`config.mk`:
```
export PLATFORM = sky130hd
export DESIGN_NAME = i2s_transmitter
export DESIGN_NICKNAME = d
export VERILOG_FILES = /design/src/rtl/i2s_transmitter.sv
export SDC_FILE = /design/constraint.sdc
export NUM_CORES = 1
export LEC_CHECK = 0
export CAP_MARGIN = 30
export CORE_UTILIZATION = 50
export DETAILED_ROUTE_END_ITERATION = 6
export PLACE_DENSITY = 0.79
export SETUP_SLACK_MARGIN = 0.15
export SYNTH_ARGS = -nofsm -noshare
export SYNTH_HDL_FRONTEND = slang
export SYNTH_SLANG_ARGS = --single-unit
```
`constraint.sdc`:
```
create_clock -name i_clk -period 3.53 [get_ports i_clk]
set_clock_uncertainty 0.2 [all_clocks]
set_input_delay 0.706 -clock i_clk [delete_from_list [all_inputs] [get_ports i_clk]]
set_output_delay 0.706 -clock i_clk [all_outputs]
set_load 0.02 [all_outputs]
```
`src/rtl/i2s_transmitter.sv`:
```
// I2S master transmitter: BCLK/LRCK generation, frame latch strobe, 18-bit serializer.
// Define I2S_LEFT_JUSTIFIED_EN for left-justified output with inverted LRCK.
module i2s_transmitter #(
  parameter int BCLK_DIV  = 4,
  parameter int SLOT_BITS = 32,
  parameter int DATA_BITS = 18
) (
  input  logic                 i_clk,
  input  logic                 i_rst_n,
  input  logic [DATA_BITS-1:0] i_left,
  input  logic [DATA_BITS-1:0] i_right,
  output logic                 o_latch,
  output logic                 o_bclk,
  output logic                 o_lrck,
  output logic                 o_sdata
);

  localparam int DW = (BCLK_DIV > 1) ? $clog2(BCLK_DIV) : 1;
  localparam int BW = $clog2(2 * SLOT_BITS);
  localparam logic [DW-1:0] DIV_TC = DW'(BCLK_DIV - 1);
  localparam logic [BW-1:0] B_LAST = BW'(2 * SLOT_BITS - 1);

`ifdef I2S_LEFT_JUSTIFIED_EN
  localparam logic LRCK_RST = 1'b0;
`else
  localparam logic LRCK_RST = 1'b1;
`endif

  logic [DW-1:0]        div;
  logic [BW-1:0]        b;
  logic [BW-1:0]        b_nxt;
  logic [DATA_BITS-1:0] hold_l;
  logic [DATA_BITS-1:0] hold_r;
  logic [DATA_BITS-1:0] word;
  logic [DATA_BITS-1:0] mask;
  logic                 tc;
  logic                 rise;
  logic                 fall;
  logic                 wrap;
  logic                 right;
  logic                 lrck_nxt;
  logic                 sdata_nxt;
  int                   p;
  int                   shamt;

  always_comb begin
    tc    = (div == DIV_TC);
    rise  = tc && !o_bclk;
    fall  = tc && o_bclk;
    wrap  = (b == B_LAST);
    b_nxt = wrap ? '0 : b + BW'(1);
    right = (int'(b_nxt) >= SLOT_BITS);
    p     = right ? int'(b_nxt) - SLOT_BITS : int'(b_nxt);
    // On the wrap edge the left word is being captured, so use it directly.
    word  = wrap ? i_left : (right ? hold_r : hold_l);
`ifdef I2S_LEFT_JUSTIFIED_EN
    lrck_nxt  = !right;
    shamt     = (p < DATA_BITS) ? DATA_BITS - 1 - p : 0;
    mask      = DATA_BITS'(1) << shamt;
    sdata_nxt = (p < DATA_BITS) && |(word & mask);
`else
    lrck_nxt  = right;
    shamt     = (p >= 1 && p <= DATA_BITS) ? DATA_BITS - p : 0;
    mask      = DATA_BITS'(1) << shamt;
    sdata_nxt = (p >= 1 && p <= DATA_BITS) && |(word & mask);
`endif
  end

  always_ff @(posedge i_clk) begin
    if (!i_rst_n) begin
      div     <= '0;
      o_bclk  <= 1'b0;
      o_lrck  <= LRCK_RST;
      o_sdata <= 1'b0;
      o_latch <= 1'b0;
      b       <= B_LAST;
      hold_l  <= '0;
      hold_r  <= '0;
    end else begin
      o_latch <= rise && wrap;
      if (tc) begin
        div    <= '0;
        o_bclk <= ~o_bclk;
      end else begin
        div <= div + DW'(1);
      end
      if (fall) begin
        b       <= b_nxt;
        o_lrck  <= lrck_nxt;
        o_sdata <= sdata_nxt;
        if (wrap) begin
          hold_l <= i_left;
          hold_r <= i_right;
        end
      end
    end
  end

endmodule

```
Word level (Yosys, flattened, before mapping)
Cells that the tools add are included.
{"block": "word_totals", "mem_count": 0, "elab_cells": 35, "latchBits": 0, "rom_bits": 0, "ramBits": 0, "register_bits": 48, "output_inout_bits": 4, "input_bits": 38}
{"block": "op_classes", "eq_ne": 2, "n_reduce_logical": 9, "mux": 5, "bitwise_logic": 3, "shift": 1, "n_div": 0, "n_mul": 0, "n_addsub": 4, "n_lt_le_gt_ge": 3}
{"operator": "$mux W32", "count": 2}
{"operator": "$mux W18", "count": 2}
{"operator": "$ge A32 B2 Y1 const B", "count": 1}
{"operator": "$le A32 B6 Y1 const B", "count": 1}
{"operator": "$shl A1 B32 Y18 const A", "count": 1}
{"operator": "$sub A6 B32 Y32 const A", "count": 1}
{"operator": "$and A18 B18 Y18", "count": 1}
{"operator": "$reduce_or A18 Y1", "count": 1}
{"operator": "$sub A6 B6 Y7 const B", "count": 1}
{"operator": "$add A6 B1 Y6 const B", "count": 1}
{"operator": "$eq A6 B6 Y1 const B", "count": 1}
{"operator": "$ge A6 B6 Y1 const B", "count": 1}
{"operator": "$mux W6", "count": 1}
{"operator": "$logic_and A1 B1 Y1", "count": 5}
{"operator": "$add A2 B1 Y2 const B", "count": 1}
{"operator": "$eq A2 B2 Y1 const B", "count": 1}
{"operator": "$not A1 Y1", "count": 2}
{"operator": "$reduce_and A2 Y1", "count": 1}
{"operator": "$reduce_or A2 Y1", "count": 1}
{"operator": "$logic_not A1 Y1", "count": 1}

Depth between registers and ports, before layout
{"block": "depth", "word_depth": 11, "mapped_depth": 18, "mapped_depth_nobuf": 17}

Worst setup path before layout
Ideal clock, no wire load.
{"block": "synth_timing", "path_kind": "register -> register", "start": "reg b[1]", "end": "reg o_sdata", "slack_ns": -0.193, "n_path_buf": 1, "path_stages_with_launch": 15, "t_required_ns": 3.203, "setup_ns": 0.127, "period_less_slack_ns": 3.723, "arrival_ns": 3.396, "path_cell_list": "dfxtp_1 > ha_1 > and4_1 > and2_1 > clkbuf_1 > o21ai_0 > ha_1 > ha_1 > a21oi_1 > a2bb2oi_4 > a21oi_4 > mux2_1 > o221a_2 > nor3_1 > a22oi_2"}
{"block": "synth_via", "elab_chain_len": 11, "elab_cells_between_ends": 17}
{"element": "start: declaration", "line": "30", "text": "logic [BW-1:0] b;"}
{"element": "start signal: assignment", "line": "88", "text": "b <= b_nxt;"}
{"element": "$add A6 B1 Y6 or $eq A6 B6 Y1 (tied branches)", "line": "51, 50"}
{"element": "$mux W6", "line": "51", "text": "b_nxt = wrap ? '0 : b + BW'(1);"}
{"element": "$sub A6 B6 Y7 or $ge A6 B6 Y1 (tied branches)", "line": "53, 52"}
{"element": "$mux W32", "line": "53", "text": "p = right ? int'(b_nxt) - SLOT_BITS : int'(b_nxt);"}
{"element": "$ge A32 B2 Y1 or $le A32 B6 Y1 (tied branches)", "line": "63, 65"}
{"element": "$logic_and A1 B1 Y1", "line": "63, 65"}
{"element": "$mux W32", "line": "63", "text": "shamt = (p >= 1 && p <= DATA_BITS) ? DATA_BITS - p : 0;"}
{"element": "$shl A1 B32 Y18", "line": "64", "text": "mask = DATA_BITS'(1) << shamt;"}
{"element": "$and A18 B18 Y18", "line": "65", "text": "sdata_nxt = (p >= 1 && p <= DATA_BITS) && |(word & mask);"}
{"element": "$reduce_or A18 Y1", "line": "65"}
{"element": "$logic_and A1 B1 Y1 (*)", "line": "65"}
{"element": "end signal: assignment", "line": "90", "text": "o_sdata <= sdata_nxt;"}
{"element": "end: declaration", "line": "15", "text": "output logic o_sdata"}
Mark *: on every way between the ends. The rest lies on a longest branch, timed or not.
A chain may end at the register's enable or synchronous reset.

Worst setup path after layout
{"block": "layout_timing", "start": "reg b[0]", "end": "reg o_sdata"}
Same word-level chain as after synthesis.

==> metrics.csv <==
metric,value,unit
status,"finished, final reports clean",
max_slew headroom,57.7,%
FILL cells,538,
Hold Crit Class,reg -> reg,
Max-Cap Viols,0,
Post-synth EDFFs,0,
Synth top area share,30.5,%
Area Growth Syn to Fin,26.2,%
drt first pass iters,5,
DP HPWL,6.29,mm
critical path's top delay family,simple AND/OR/NAND/NOR gates,
Synth async-reset ratio,0,%
layout cell share with drive strength beyond 1,16.0,%
post-route DRC violation count,0,
"Slew Viols, Final",0,
critical path type,reg -> reg,
Crit Path Max Fanout,4,
setup violators final,0,
PwrDens,263,nW/um^2
Post-Synthesis Cells,403,
first-pass GRT wire length,14.4,mm
Chip Height,81.4,um
H-tree lvl count,2,
count of cell types in the netlist,72,
RSZ-0062 raised after global routing,true,
Worst setup EP type,flop,
"Req. time, crit path",3560,ps
worst slew pin tran,633,ps
clock slew at reported path FFs,90,ps
Final WS setup,92.5,ps
Final Hold Fails,0,
clk sink count,48,
routed len/inst,16.2,um
GRT Util Overall,28.4,%
Final Cycle Share,97.4,%
overall power,1.05,mW
leading area contributor after synthesis,dfxtp_1,
FF-to-FF End,o_sdata$_SDFFE_PN0P_,
top post-synthesis cells by count,"nand2_1 (95), dfxtp_1 (48), a21oi_1 (46)",
Via Count,3204,
post-route setup TNS,0,ps
Syn. warnings,0,
clk root buf,clkbuf_8,
crit path max-delay cell type,o41ai_4,
Critical Path Source Type,flop,
Min-Delay Endpoint,div[0]$_SDFF_PP0_,
initial core utilization,52.6,%
initial antenna violation count,0,
vias in the first global route,2938,
total grt overflow,0,
cell mode on critical path,buf_4,
Synth Area per Inst,7.82,sq um
worst path bufs/invs,3,
"Seq/Total Area, Yosys",30.5,%
Die X,81.4,um
CTS tree,done,
Max VDD drop,216,uV
Hold WS,242,ps
I/O pin count,42,
CTS Buf Count,5,
#FFs+latches synth,48,
FF-to-FF path depth,15,
final wirelength,8.68,mm
Crit path arrival time,3470,ps
die footprint,6630,sq um
iteration-0 DRC count of the detailed router,232,
Max Fclk,0.291,GHz
Leak,1.50,nW
num rows,28,
Post-Place Worst Slack,5.90,ps
IO Port Bufs,41,
core area,5990,sq um
post-synthesis cell area,3150,sq um
synth top area cells,"dfxtp_1 (30%), nand2_1 (11%), a21oi_1 (7.3%)",
max incr delay on CP,420,ps
Layout Nets,516,
most instantiated library cell after synthesis,nand2_1,
CP Cell Sequence,buf_4 -> buf_4 -> and4b_4 -> o41ai_4 -> nand2_4 -> buf_4 -> ha_1 -> nand4b_1 -> nor2_2 -> nand3_1 -> nor4_4 -> a41oi_2 -> a21oi_2 -> o21ai_1 -> a22oi_2,
clk buf depth,2,
hold-fix buffers at CTS,0,
r2r startpoint,b[0]$_SDFFE_PN1P_,
largest net degree at the start of global routing,41,
R2R setup slack,90,ps
Worst Min Path Start,div[0]$_SDFF_PP0_,
crit path time final,3440,ps
gpl congestion,0.902,
hold path depth,1,
most common flop cell mapped by yosys,dfxtp_1,
clk_lat worst skew,300,ps
DR vias/cell,5.97,
DRT antenna net count,0,
ANT cells,0,
metal layers:
| layer | global-route usage [%] | routed length [um] | part of all wire [%] | vias up |
|---|---|---|---|---|
| met5 | 0 | 0 | 0 | - |
| met4 | 9.46 | 154 | 1.8 | 0 |
| met3 | 4.94 | 435 | 5.0 | 17 |
| met2 | 44.6 | 3990 | 46 | 107 |
| met1 | 38.9 | 4100 | 47 | 1524 |
| li1 | - | - | - | 1556 |
repair_timing:
item,in CTS,in global routing
hold endpoints to repair,0,0
resized for setup,5,6
setup endpoints to repair,1,1
setup buffers,4,0
pin swaps,2,5
worst max path at each step:
stage,start,to,slack [ps],cells past startpoint
global route,b[0]$_SDFFE_PN1P_,o_sdata$_SDFFE_PN0P_,-60,16
detailed placement,b[0]$_SDFFE_PN1P_,o_sdata$_SDFFE_PN0P_,6,18
finish,b[0]$_SDFFE_PN1P_,o_sdata$_SDFFE_PN0P_,90,15
global placement,b[2]$_SDFFE_PN1P_,o_sdata$_SDFFE_PN0P_,50,15
floorplan,b[1]$_SDFFE_PN1P_,o_sdata$_SDFFE_PN0P_,150,17
CTS,b[0]$_SDFFE_PN1P_,o_sdata$_SDFFE_PN0P_,150,17
cells by family after synthesis:
family          Yosys count  share of synthesized area, %
xor+xnor                  9                          3.22
flops                    48                          30.5
compound gates          108                          24.0
fa+ha+maj                17                          6.75
simple gates            175                          26.7
other cells               1                         0.119
mux                      10                          3.65
buf+inv                  35                          5.08
layout by cell type, fill, tap and decap left out, drive strengths merged, types with 3 or more instances in the layout:
| cell | Yosys | final |
|---|---|---|
| a211oi | 4 | 4 |
| a21oi | 48 | 48 |
| a2bb2oi | 3 | 3 |
| and2 | 3 | 3 |
| and3 | 5 | 5 |
| buf | 12 | 28 |
| clkbuf | 15 | 6 |
| clkdlybuf4s50 | 0 | 41 |
| conb | 1 | 10 |
| dfxtp | 48 | 48 |
| ha | 17 | 17 |
| inv | 8 | 7 |
| mux2i | 7 | 7 |
| nand2 | 96 | 96 |
| nand2b | 3 | 3 |
| nand3 | 23 | 23 |
| nand4b | 3 | 3 |
| nor2 | 15 | 15 |
| nor3 | 8 | 8 |
| nor3b | 5 | 5 |
| nor4 | 3 | 3 |
| o21ai | 17 | 17 |
| o311ai | 3 | 3 |
| or3 | 3 | 3 |
| xnor2 | 3 | 3 |
| xor2 | 5 | 5 |
area by class of cell:
| cell class | instances | area [sq um] | share of cell area (%) |
|---|---|---|---|
| Tap cell | 75 | 93.8 | 2.36 |
| Timing Repair Buffer | 69 | 621 | 15.6 |
| Clock inverter | 2 | 16.3 | 0.409 |
| Sequential cell | 48 | 970 | 24.4 |
| Multi-Input combinational cell | 329 | 2170 | 54.6 |
| Clock buffer | 6 | 72.6 | 1.83 |
| Inverter | 8 | 33.8 | 0.850 |
worst register-to-register path, delay by kind of cell, from the launching register on:
family	cells	cell delay (ps)
compound gates	5	1000
fa+ha+maj	1	280
buf+inv	3	430
flops	1	380
simple gates	6	1080
per-stage QoR:
step | area [sq um] | util (%) | std cells
after detailed placement | 3810 | 63.7 | 525
after global placement | 3810 | 63.7 | 525
after global routing | 3980 | 66.4 | 537
after CTS | 3950 | 65.9 | 537
final | 3980 | 66.4 | 537
after floorplan | 3270 | - | 412
flip-flops by register name, indices dropped and copies added, names as in the netlist:
register / flops
o_bclk: 1
hold_l: 18
o_sdata: 1
b: 6
hold_r: 18
div: 2
o_latch: 1
o_lrck: 1
where the power goes:
group | switching (mW) | internal (mW) | leakage [nW] | total (mW)
Sequential | 0.00526 | 0.547 | 0.387 | 0.552
Clock | 0.192 | 0.141 | 0.0414 | 0.334
Combinational | 0.0806 | 0.0808 | 1.07 | 0.161
Total | 0.278 | 0.769 | 1.50 | 1.05
Power figures use the tool's default switching activity.
